<file path="config.mk">
export PLATFORM = sky130hd
export DESIGN_NAME = decoder_scan_ctrl_flat
export DESIGN_NICKNAME = d
export VERILOG_FILES = /design/src/rtl/decoder_scan_if.sv /design/src/rtl/decoder_scan_ctrl.sv /design/src/flat_wrapper.sv
export SDC_FILE = /design/constraint.sdc
export NUM_CORES = 1
export LEC_CHECK = 0
export ABC_AREA = 1
export BUFFER_PORTS_ARGS = -buffer_cell sky130_fd_sc_hd__buf_4
export CORE_ASPECT_RATIO = 1.1
export CORE_MARGIN = 5
export CORE_UTILIZATION = 65
export CTS_BUF_LIST = sky130_fd_sc_hd__clkbuf_4 sky130_fd_sc_hd__clkbuf_8
export DETAILED_ROUTE_END_ITERATION = 8
export PLACE_DENSITY = 0.87
export RECOVER_POWER = 100
export REMOVE_ABC_BUFFERS = 1
export SETUP_SLACK_MARGIN = 0.1
export SLEW_MARGIN = 10
export SYNTH_ARGS = -nofsm -noshare
export SYNTH_HDL_FRONTEND = slang
export SYNTH_SLANG_ARGS = --single-unit
</file>
<file path="constraint.sdc">
create_clock -name clk -period 4.2 [get_ports clk]
set_input_delay 0.84 -clock clk [delete_from_list [all_inputs] [get_ports clk]]
set_output_delay 0.84 -clock clk [all_outputs]
set_load 0.01 [all_outputs]
</file>
<file path="src/rtl/decoder_scan_if.sv">
// Handshake/bus bundle between a scan controller and its host.
interface decoder_scan_if #(
  parameter int unsigned DWELL_W = 16,
  parameter int unsigned BLANK_W = 4
);
  logic               start;
  logic               stop;
  logic [7:0]         mask;
  logic [DWELL_W-1:0] dwell;
  logic [BLANK_W-1:0] blank;
  logic [2:0]         A;
  logic               G1;
  logic               G2_n;
  logic               G3_n;
  logic               busy;
  logic               frame_done;

  modport master (
    output start, stop, mask, dwell, blank,
    input  A, G1, G2_n, G3_n, busy, frame_done
  );

  modport slave (
    input  start, stop, mask, dwell, blank,
    output A, G1, G2_n, G3_n, busy, frame_done
  );
endinterface

</file>
<file path="src/rtl/decoder_scan_ctrl.sv">
// Scan sequencer for a 74LS138-style 3-to-8 decoder: masked channels,
// per-channel dwell, optional blanking gap, frame_done on each wrap.
module decoder_scan_ctrl #(
  parameter int unsigned DWELL_W = 16,
  parameter int unsigned BLANK_W = 4
) (
  input  logic          clk,
  input  logic          rst,
  decoder_scan_if.slave bus
);

  typedef enum logic [1:0] {IDLE, BLANK, DRIVE} state_t;

  state_t             state_q, state_d;
  logic [7:0]         mask_q, mask_d;
  logic [DWELL_W-1:0] dwell_q, dwell_d;
  logic [BLANK_W-1:0] blank_q, blank_d;
  logic [DWELL_W-1:0] dcnt_q, dcnt_d;
  logic [BLANK_W-1:0] bcnt_q, bcnt_d;
  logic [2:0]         a_q, a_d;
  logic               fd_q, fd_d;
  logic               g1_q, g2n_q, busy_q;
  logic [DWELL_W-1:0] dwell_eff;
  logic [2:0]         nxt;

  // Lowest set bit of a non-zero mask.
  function automatic logic [2:0] lowest(input logic [7:0] m);
    lowest = 3'(0);
    for (int i = 7; i >= 0; i--) begin
      if (m[i]) lowest = 3'(i);
    end
  endfunction

  // Next set bit above cur, wrapping; returns cur if it is the only one.
  function automatic logic [2:0] next_ch(input logic [7:0] m, input logic [2:0] cur);
    logic [2:0] idx;
    next_ch = cur;
    for (int i = 7; i >= 1; i--) begin
      idx = 3'(cur + 3'(i));
      if (m[idx]) next_ch = idx;
    end
  endfunction

  assign dwell_eff = (bus.dwell == '0) ? DWELL_W'(1) : bus.dwell;
  assign nxt       = next_ch(mask_q, a_q);

  // Next-state, counter and output computation.
  always_comb begin
    state_d = state_q;
    mask_d  = mask_q;
    dwell_d = dwell_q;
    blank_d = blank_q;
    dcnt_d  = dcnt_q;
    bcnt_d  = bcnt_q;
    a_d     = a_q;
    fd_d    = 1'b0;
    unique case (state_q)
      IDLE: begin
        if (bus.start && (bus.mask != 8'h00)) begin
          mask_d  = bus.mask;
          dwell_d = dwell_eff;
          blank_d = bus.blank;
          a_d     = lowest(bus.mask);
          if (bus.blank != '0) begin
            state_d = BLANK;
            bcnt_d  = bus.blank;
          end else begin
            state_d = DRIVE;
            dcnt_d  = dwell_eff;
          end
        end
      end
      BLANK: begin
        if (bcnt_q <= BLANK_W'(1)) begin
          state_d = DRIVE;
          bcnt_d  = '0;
          dcnt_d  = dwell_q;
        end else begin
          bcnt_d = bcnt_q - BLANK_W'(1);
        end
      end
      DRIVE: begin
        if (dcnt_q <= DWELL_W'(1)) begin
          a_d  = nxt;
          fd_d = (nxt <= a_q);
          if (blank_q != '0) begin
            state_d = BLANK;
            bcnt_d  = blank_q;
            dcnt_d  = '0;
          end else begin
            dcnt_d = dwell_q;
          end
        end else begin
          dcnt_d = dcnt_q - DWELL_W'(1);
        end
      end
      default: state_d = IDLE;
    endcase
    if (bus.stop) begin
      state_d = IDLE;
      dcnt_d  = '0;
      bcnt_d  = '0;
      a_d     = 3'(0);
      fd_d    = 1'b0;
    end
  end

  // State, counters and registered outputs; enables follow the next state.
  always_ff @(posedge clk) begin
    if (rst) begin
      state_q <= IDLE;
      mask_q  <= '0;
      dwell_q <= '0;
      blank_q <= '0;
      dcnt_q  <= '0;
      bcnt_q  <= '0;
      a_q     <= 3'(0);
      fd_q    <= 1'b0;
      g1_q    <= 1'b0;
      g2n_q   <= 1'b1;
      busy_q  <= 1'b0;
    end else begin
      state_q <= state_d;
      mask_q  <= mask_d;
      dwell_q <= dwell_d;
      blank_q <= blank_d;
      dcnt_q  <= dcnt_d;
      bcnt_q  <= bcnt_d;
      a_q     <= a_d;
      fd_q    <= fd_d;
      g1_q    <= (state_d == DRIVE);
      g2n_q   <= (state_d != DRIVE);
      busy_q  <= (state_d != IDLE);
    end
  end

  assign bus.A          = a_q;
  assign bus.G1         = g1_q;
  assign bus.G2_n       = g2n_q;
  assign bus.G3_n       = g2n_q;
  assign bus.busy       = busy_q;
  assign bus.frame_done = fd_q;

endmodule
</file>
<file path="src/flat_wrapper.sv">
// flat-port wrapper written by rule: the top's interface ports become plain ports
module decoder_scan_ctrl_flat 
#(
  parameter int unsigned DWELL_W = 16,
  parameter int unsigned BLANK_W = 4
)
  (clk, rst, bus_start, bus_stop, bus_mask, bus_dwell, bus_blank, bus_A, bus_G1, bus_G2_n, bus_G3_n, bus_busy, bus_frame_done);
  decoder_scan_if #(.DWELL_W(DWELL_W), .BLANK_W(BLANK_W)) bus_i ();
  input  logic clk;
  input  logic rst;
  input wire logic [$bits(bus_i.start)-1:0] bus_start;
  input wire logic [$bits(bus_i.stop)-1:0] bus_stop;
  input wire logic [$bits(bus_i.mask)-1:0] bus_mask;
  input wire logic [$bits(bus_i.dwell)-1:0] bus_dwell;
  input wire logic [$bits(bus_i.blank)-1:0] bus_blank;
  output wire logic [$bits(bus_i.A)-1:0] bus_A;
  output wire logic [$bits(bus_i.G1)-1:0] bus_G1;
  output wire logic [$bits(bus_i.G2_n)-1:0] bus_G2_n;
  output wire logic [$bits(bus_i.G3_n)-1:0] bus_G3_n;
  output wire logic [$bits(bus_i.busy)-1:0] bus_busy;
  output wire logic [$bits(bus_i.frame_done)-1:0] bus_frame_done;
  assign bus_i.start = bus_start;
  assign bus_i.stop = bus_stop;
  assign bus_i.mask = bus_mask;
  assign bus_i.dwell = bus_dwell;
  assign bus_i.blank = bus_blank;
  assign bus_A = bus_i.A;
  assign bus_G1 = bus_i.G1;
  assign bus_G2_n = bus_i.G2_n;
  assign bus_G3_n = bus_i.G3_n;
  assign bus_busy = bus_i.busy;
  assign bus_frame_done = bus_i.frame_done;
  decoder_scan_ctrl #(.DWELL_W(DWELL_W), .BLANK_W(BLANK_W)) u_core (.clk(clk), .rst(rst), .bus(bus_i));
endmodule
</file>
==> results.md, run 1 <==
- Post-CTS Setup Bufs: 0
- Worst-skew pair later-pin latency: 0.35 ns
- Vert. Die Dim: 90.14 um
- Synth area leaders: dfxtp_1 30%, nand2_1 15%, a21oi_1 11%
- Slew margin rel.: -23.13%
- Iteration-0 DRC Markers: 289
- Worst Slack Setup Final: 0.6397 ns
- Arr. time, crit path: 3.83 ns
- H-Tree Depth: 3
- Lkg Pwr: 1.912 nW
- Compound-Gate Fraction of Synth Area: 23.94%
- Syn avg cell area: 6.410 sq um
- Setup violators final: 0
- Max incr delay on CP: 1.42 ns
- Clock slew at reported path FFs: 0.07 ns
- Setup tns final: 0 ns
- Status: finished with violations
- Cell count after synthesis: 592
- Crit-path cells: inv_1 -> ha_1 -> inv_1 -> nor3_1 -> o21ai_0 -> clkbuf_1 -> o21ai_0 -> o21ai_0 -> o211ai_1 -> a21oi_1
- Synth area leader: dfxtp_1
- Vias per inst: 5.866
- Clk buf depth: 2
- Crit path required time: 4.47 ns
- GR Util All Layers: 27.11%
- Number of synthesized flops with an enable pin: 0
- Largest net degree at the start of global routing: 34
- Via count: 4124
- Max-cap violations: 1
- Synth async-reset ratio: 0%
- Pins Over Slew Limit: 18
- PnR Total Power: 0.001545 W
- Setup CP Type: reg -> reg
- Clock Tree Root: clkbuf_8
- Die W: 82.85 um
- RSZ-0062 raised after global routing: no
- Final critical-path share of the clock period: 84.77%
- CTS resizes: 0
- Peak supply drop: 0.2292 mV
- Layout cells sized above 1: 9.265%
- WL final: 10000 um
- Area occupied by multi-input gates: 2238 sq um
- CP Max Fanout: 17
- Diode count: 0
- Hold_buf cts: 0
- CTS tree: built
- Most Frequent Cell on Critical Path: o21ai_0
- Post-Synth Adder-Cell Area: 4.286%
- Nets: 667
- Row count: 29
- IO Port Bufs: 39
- Post-Syn Area: 3795 sq um
- First-pass GRT wire length: 17150 um
- Fin cells: 703
- Detail Placement HPWL: 7078 um
- Top-area cell type share of the netlist area: 30.07%
- P&R area growth vs syn: 10.75%
- Post-synth top flop: dfxtp_1
- #FFs+latches synth: 57
- Fin crit period: 3.560 ns
- Startpoint types: flop
- Average wire per standard cell: 14.23 um
- Core area: 5733 sq um
- Synth Area in Simple Gates: 28.39%
- DRC violations left: 0
- Hold crit path type: reg -> reg
- DP Cell Count: 688
- Storage element area: 1141 sq um
- Yosys warning count: 0
- Worst slack at placement: 0.9500 ns
- GP Congestion: 0.9428
- Slowest CP cell: o21ai_0
- Synth Area in XOR/XNOR: 2.770%
- Fmax: 0.2809 GHz
- Number of global-route vias before repair: 3868
- Grt total ovfl: 0
- DRT Pass-1 Iters: 5
- Fin. Hold Viols: 0
- Multiplexer share of the synthesized area: 0%
- Worst Max-Slew Pin Slew: 1.828 ns
- Antenna Nets Post-Route: 0
- Die ar.: 7468 sq um
- Post-synth top cells: 156 x nand2_1, 81 x a21oi_1, 64 x inv_1
- Largest family of logic cells by synthesized area: simple AND/OR/NAND/NOR gates
- Failing checks: capacitance limit, slew limit
- Clock sink total: 57
- Most common cell in the synthesized netlist: nand2_1
- CTS Buf Count: 9
- CP Capture Type: flop
- Skew final: 0.009363 ns
- Netlist cell types: 38
- I/O Pins: 40
- Filler cells: 518
- PD cells: 367.7 nW/um^2
- Sequential element share of the synthesized area: 30.07%
- Starting density of the core: 66.19%
- Initial antenna violation count: 0
==> stage by stage <==
stage	hold slack, ns	util, %	cell area [sq um]
after detailed placement	0.4600	71.08	4075
after CTS	0.4699	74.23	4255
after global routing	0.5027	73.31	4203
final	0.4758	73.31	4203
after global placement	0.4565	71.08	4075
after floorplan	0.4393	-	3649
==> final timing paths <==
path	startpoint	endpoint	slack (ns)	cells past startpoint
min	u_core.blank_q[3]$_SDFFE_PP0P_	u_core.blank_q[3]$_SDFFE_PP0P_	0.48	2
min reg2reg	u_core.blank_q[3]$_SDFFE_PP0P_	u_core.blank_q[3]$_SDFFE_PP0P_	0.48	2
max reg2reg	u_core.dcnt_q[0]$_SDFFE_PP0P_	u_core.dcnt_q[4]$_SDFFE_PP0P_	0.64	10
max	u_core.dcnt_q[0]$_SDFFE_PP0P_	u_core.dcnt_q[4]$_SDFFE_PP0P_	0.64	10
==> power by group <==
part	switching (W)	internal, W	total (W)
Sequential	0.0000287	0.000574	0.000603
Combinational	0.000300	0.000165	0.000465
Clock	0.000222	0.000256	0.000478
==> cell usage in the layout, fill, tap and decap left out, drive strengths merged, types with 2 or more instances in the layout <==
cell    synthesis  layout
ha             13      13
o221ai          4       4
clkbuf         18      23
a211oi          2       2
nand2         160     160
xor2            8       8
o21ai          55      55
nor4            6       6
clkinv          2       5
nand4           4       4
o21a            3       3
nand3          43      43
nor2           32      32
a21oi          82      82
dfxtp          57      57
inv            65      65
nor3            7       7
buf             6      33
xnor2           4       4
o211ai         14      14
==> critical path, delay by kind of cell (launching register included) <==
kind / cells / cell delay, ns
AOI/OAI and AO/OA: 5 / 2.03
adders and majority gates: 1 / 0.23
buffers and inverters: 3 / 0.68
DFF: 1 / 0.39
and+or+nand+nor: 1 / 0.14
==> kinds of logic (layout without fill, tap and decap cells) <==
| logic type | Yosys count | in the layout |
|---|---|---|
| AND/OR/NAND/NOR | 254 | 254 |
| AO/OA/AOI/OAI | 164 | 164 |
| buffers and inverters | 92 | 126 |
| flip-flops | 57 | 57 |
| adder cells (fa/ha/maj) | 13 | 13 |
| XOR/XNOR | 12 | 12 |
==> final cells by class <==
| cell class | instances | share of cell area (%) |
|---|---|---|
| Clock buffer | 12 | 3.930 |
| Clock inverter | 3 | 0.3572 |
| Inverter | 67 | 6.043 |
| Multi-Input combinational cell | 443 | 53.26 |
| Sequential cell | 57 | 27.15 |
| Tap cell | 77 | 2.292 |
| Timing Repair Buffer | 44 | 6.966 |
==> flip-flops by register name, summed over array words and instances, names as in the netlist, 2 cells and up <==
signal	flops
u_core.state_q	2
u_core.bus.A	3
u_core.blank_q	4
u_core.mask_q	8
u_core.dwell_q	16
u_core.bcnt_q	4
u_core.dcnt_q	16
==> metal layers <==
layer / track usage [%] / wire length (um)
met4: 10.76 / 227
met3: 5.759 / 835
met1: 33.88 / 4317
met5: 0 / 0
met2: 45.32 / 4622
Note: power is estimated with default switching activity, not from simulation.
==> run 2, diff against run 1 <==
- CORE_UTILIZATION: 65 -> 61
- PLACE_DENSITY: 0.87 -> 0.82
- clock period: 4.2 -> 3.6 ns (I/O delays scaled with it)
==> run 2 against run 1 <==
Against the previous run: the run now ends clean; sequential power rose by 16%; final area grew 0.92%; register-to-register slack got worse by 0.099 ns; largest cell class unchanged.
==> results.md, run 2 (synthesized netlist as in run 1, its figures left out) <==
- Antenna Nets Post-Route: 0 (unchanged)
- Commonest non-fill, non-tap cells in the layout: 157 x nand2_1, 81 x a21oi_1, 64 x inv_1
- RSZ-0062 raised after global routing: no
- Iteration-0 DRC Markers: 256 (-11%)
- Clock slew at reported path FFs: 0.06 ns (about the same)
- Hold WS: 0.4714 ns (-0.004441 ns)
- CTS resizes: 0 (unchanged)
- Fmax: 0.3269 GHz (+16%)
- Average wire per standard cell: 14.52 um (+2.1%)
- H-Tree Depth: 3 (unchanged)
- Vert. Die Dim: 92.73 um (+2.9%)
- CP Capture Type: flop
- Lkg Pwr: 1.929 nW (+0.91%)
- Detail Placement HPWL: 7509 um (+6.1%)
- Crit path required time: 3.84 ns (-0.63 ns)
- Status: finished, final reports clean
- Post-CTS Setup Bufs: 0 (unchanged)
- Top flop regs: u_core.dcnt_q: 16 flops, u_core.dwell_q: 16 flops, u_core.mask_q: 8 flops
- Startpoint types: flop
- Number of global-route vias before repair: 3661 (-5.4%)
- P&R area growth vs syn: 11.77%
- DRT Pass-1 Iters: 5 (unchanged)
- Clock sink total: 57 (unchanged)
- Grt total ovfl: 0 (unchanged)
- Final critical-path share of the clock period: 84.98% (+0.21 points)
- IO Port Bufs: 39 (unchanged)
- Pins Over Slew Limit: 0 (-18)
- Slew margin rel.: 27.94% (+51 points)
- Setup violators final: 0 (unchanged)
- WL final: 10300 um (+2.9%)
- Largest net degree at the start of global routing: 34 (unchanged)
- Arr. time, crit path: 3.30 ns (-0.53 ns)
- Most Frequent Cell on Critical Path: nand2_1
- Worst Max-Slew Pin Slew: 1.081 ns (-0.7467 ns)
- Nets: 671 (+0.60%)
- Fin crit period: 3.059 ns (-0.5011 ns)
- Core Util, Final: 69.33% (-4.0 points)
- Diode count: 0 (unchanged)
- Filler cells: 533 (+2.9%)
- Max-cap violations: 0 (-1)
- First-pass GRT wire length: 17150 um (about the same)
- Skew final: 0.008851 ns (-0.0005120 ns)
- Hold crit path type: reg -> reg
- Hold_buf cts: 0 (unchanged)
- Starting density of the core: 62.02% (-4.2 points)
- Row count: 30 (+3.4%)
- DRC violations left: 0 (unchanged)
- Layout cells sized above 1: 9.698% (+0.43 points)
- Die ar.: 7901 sq um (+5.8%)
- Max incr delay on CP: 0.55 ns (-0.87 ns)
- Slowest CP cell: dfxtp_1
- Setup CP Type: reg -> reg
- Vias per inst: 5.666 (-3.4%)
- Die W: 85.21 um (+2.8%)
- Via count: 4017 (-2.6%)
- Crit-path cells: inv_1 -> ha_1 -> inv_1 -> nand3_1 -> nand3_1 -> nand2_1 -> nand2_1 -> nand3_1 -> nand2_1 -> nand2_1 -> nand2_1 -> nand2_1 -> a21boi_0 -> ha_1 -> nand2_1 -> o21ai_0 -> a211oi_1
- Clock Tree Root: clkbuf_8
- GP Congestion: 0.9197 (-2.5%)
- PD cells: 433.0 nW/um^2 (+18%)
- Fin. Hold Viols: 0 (unchanged)
- Core area: 6118 sq um (+6.7%)
- Peak supply drop: 0.2747 mV (+20%)
- Most common cell after layout, fill and taps aside: nand2_1
- GR Util All Layers: 26.82% (-0.30 points)
- Worst-skew pair later-pin latency: 0.33 ns (-0.02 ns)
- Setup tns final: 0 ns (unchanged)
- CTS Buf Count: 9 (unchanged)
- CTS tree: built
- I/O Pins: 40 (unchanged)
- CP Max Fanout: 12 (-5)
- Initial antenna violation count: 0 (unchanged)
- Clk buf depth: 2 (unchanged)
==> run 2: final timing paths <==
check	startpoint	slack (ns)	to	depth (start not counted)
max	u_core.bus.A[1]$_SDFFE_PP0P_	0.54	u_core.bus.frame_done$_SDFF_PP0_	17
min	u_core.dwell_q[7]$_SDFFE_PP0P_	0.47	u_core.dwell_q[7]$_SDFFE_PP0P_	2
max reg2reg	u_core.bus.A[1]$_SDFFE_PP0P_	0.54	u_core.bus.frame_done$_SDFF_PP0_	17
min reg2reg	u_core.dwell_q[7]$_SDFFE_PP0P_	0.47	u_core.dwell_q[7]$_SDFFE_PP0P_	2
==> run 2: critical path: cells and delay by family (launching register included) <==
kind            cells  cell delay (ns)
compound gates      3             0.47
fa+ha+maj           2             0.71
buf+inv             2             0.47
flops               1             0.55
simple gates       10             0.76
==> run 2: through the flow <==
stage	worst slack (ns)	power [W]	cells	cell area, sq um
finish	0.5408	0.001836	709	4242
global route	0.2547	0.001957	709	4242
CTS	0.5936	0.001849	709	4297
detailed placement	0.6534	0.001264	695	4109
global placement	0.7478	0.001253	695	4109
floorplan	0.6083	0.001099	567	3649
==> run 2: per-layer routing <==
layer  track usage [%]  part of all wire (%)
met2             44.43                    46
met1             34.11                    44
met4             9.367                   2.1
met3             5.872                   7.2
met5                 0                     0
==> run 2: cell type report <==
cell class                 count  area (sq um)  area share (%)
clock buffer                  11         145.1           3.422
clock inverter                 3         42.54           1.003
inverter                      67         252.7           5.959
multi-input combinational    443          2236           52.71
sequential                    57          1141           26.90
tap                           80         100.1           2.360
timing repair buffer          48         324.1           7.640
==> run 2: power by group <==
group / leakage (nW) / total (W) / internal, W / switching, W
sequential: 0.467 / 0.000699 / 0.000670 / 0.0000298
combinational: 1.37 / 0.000549 / 0.000195 / 0.000354
clock: 0.0947 / 0.000588 / 0.000337 / 0.000251
total: 1.93 / 0.00184 / 0.00120 / 0.000635
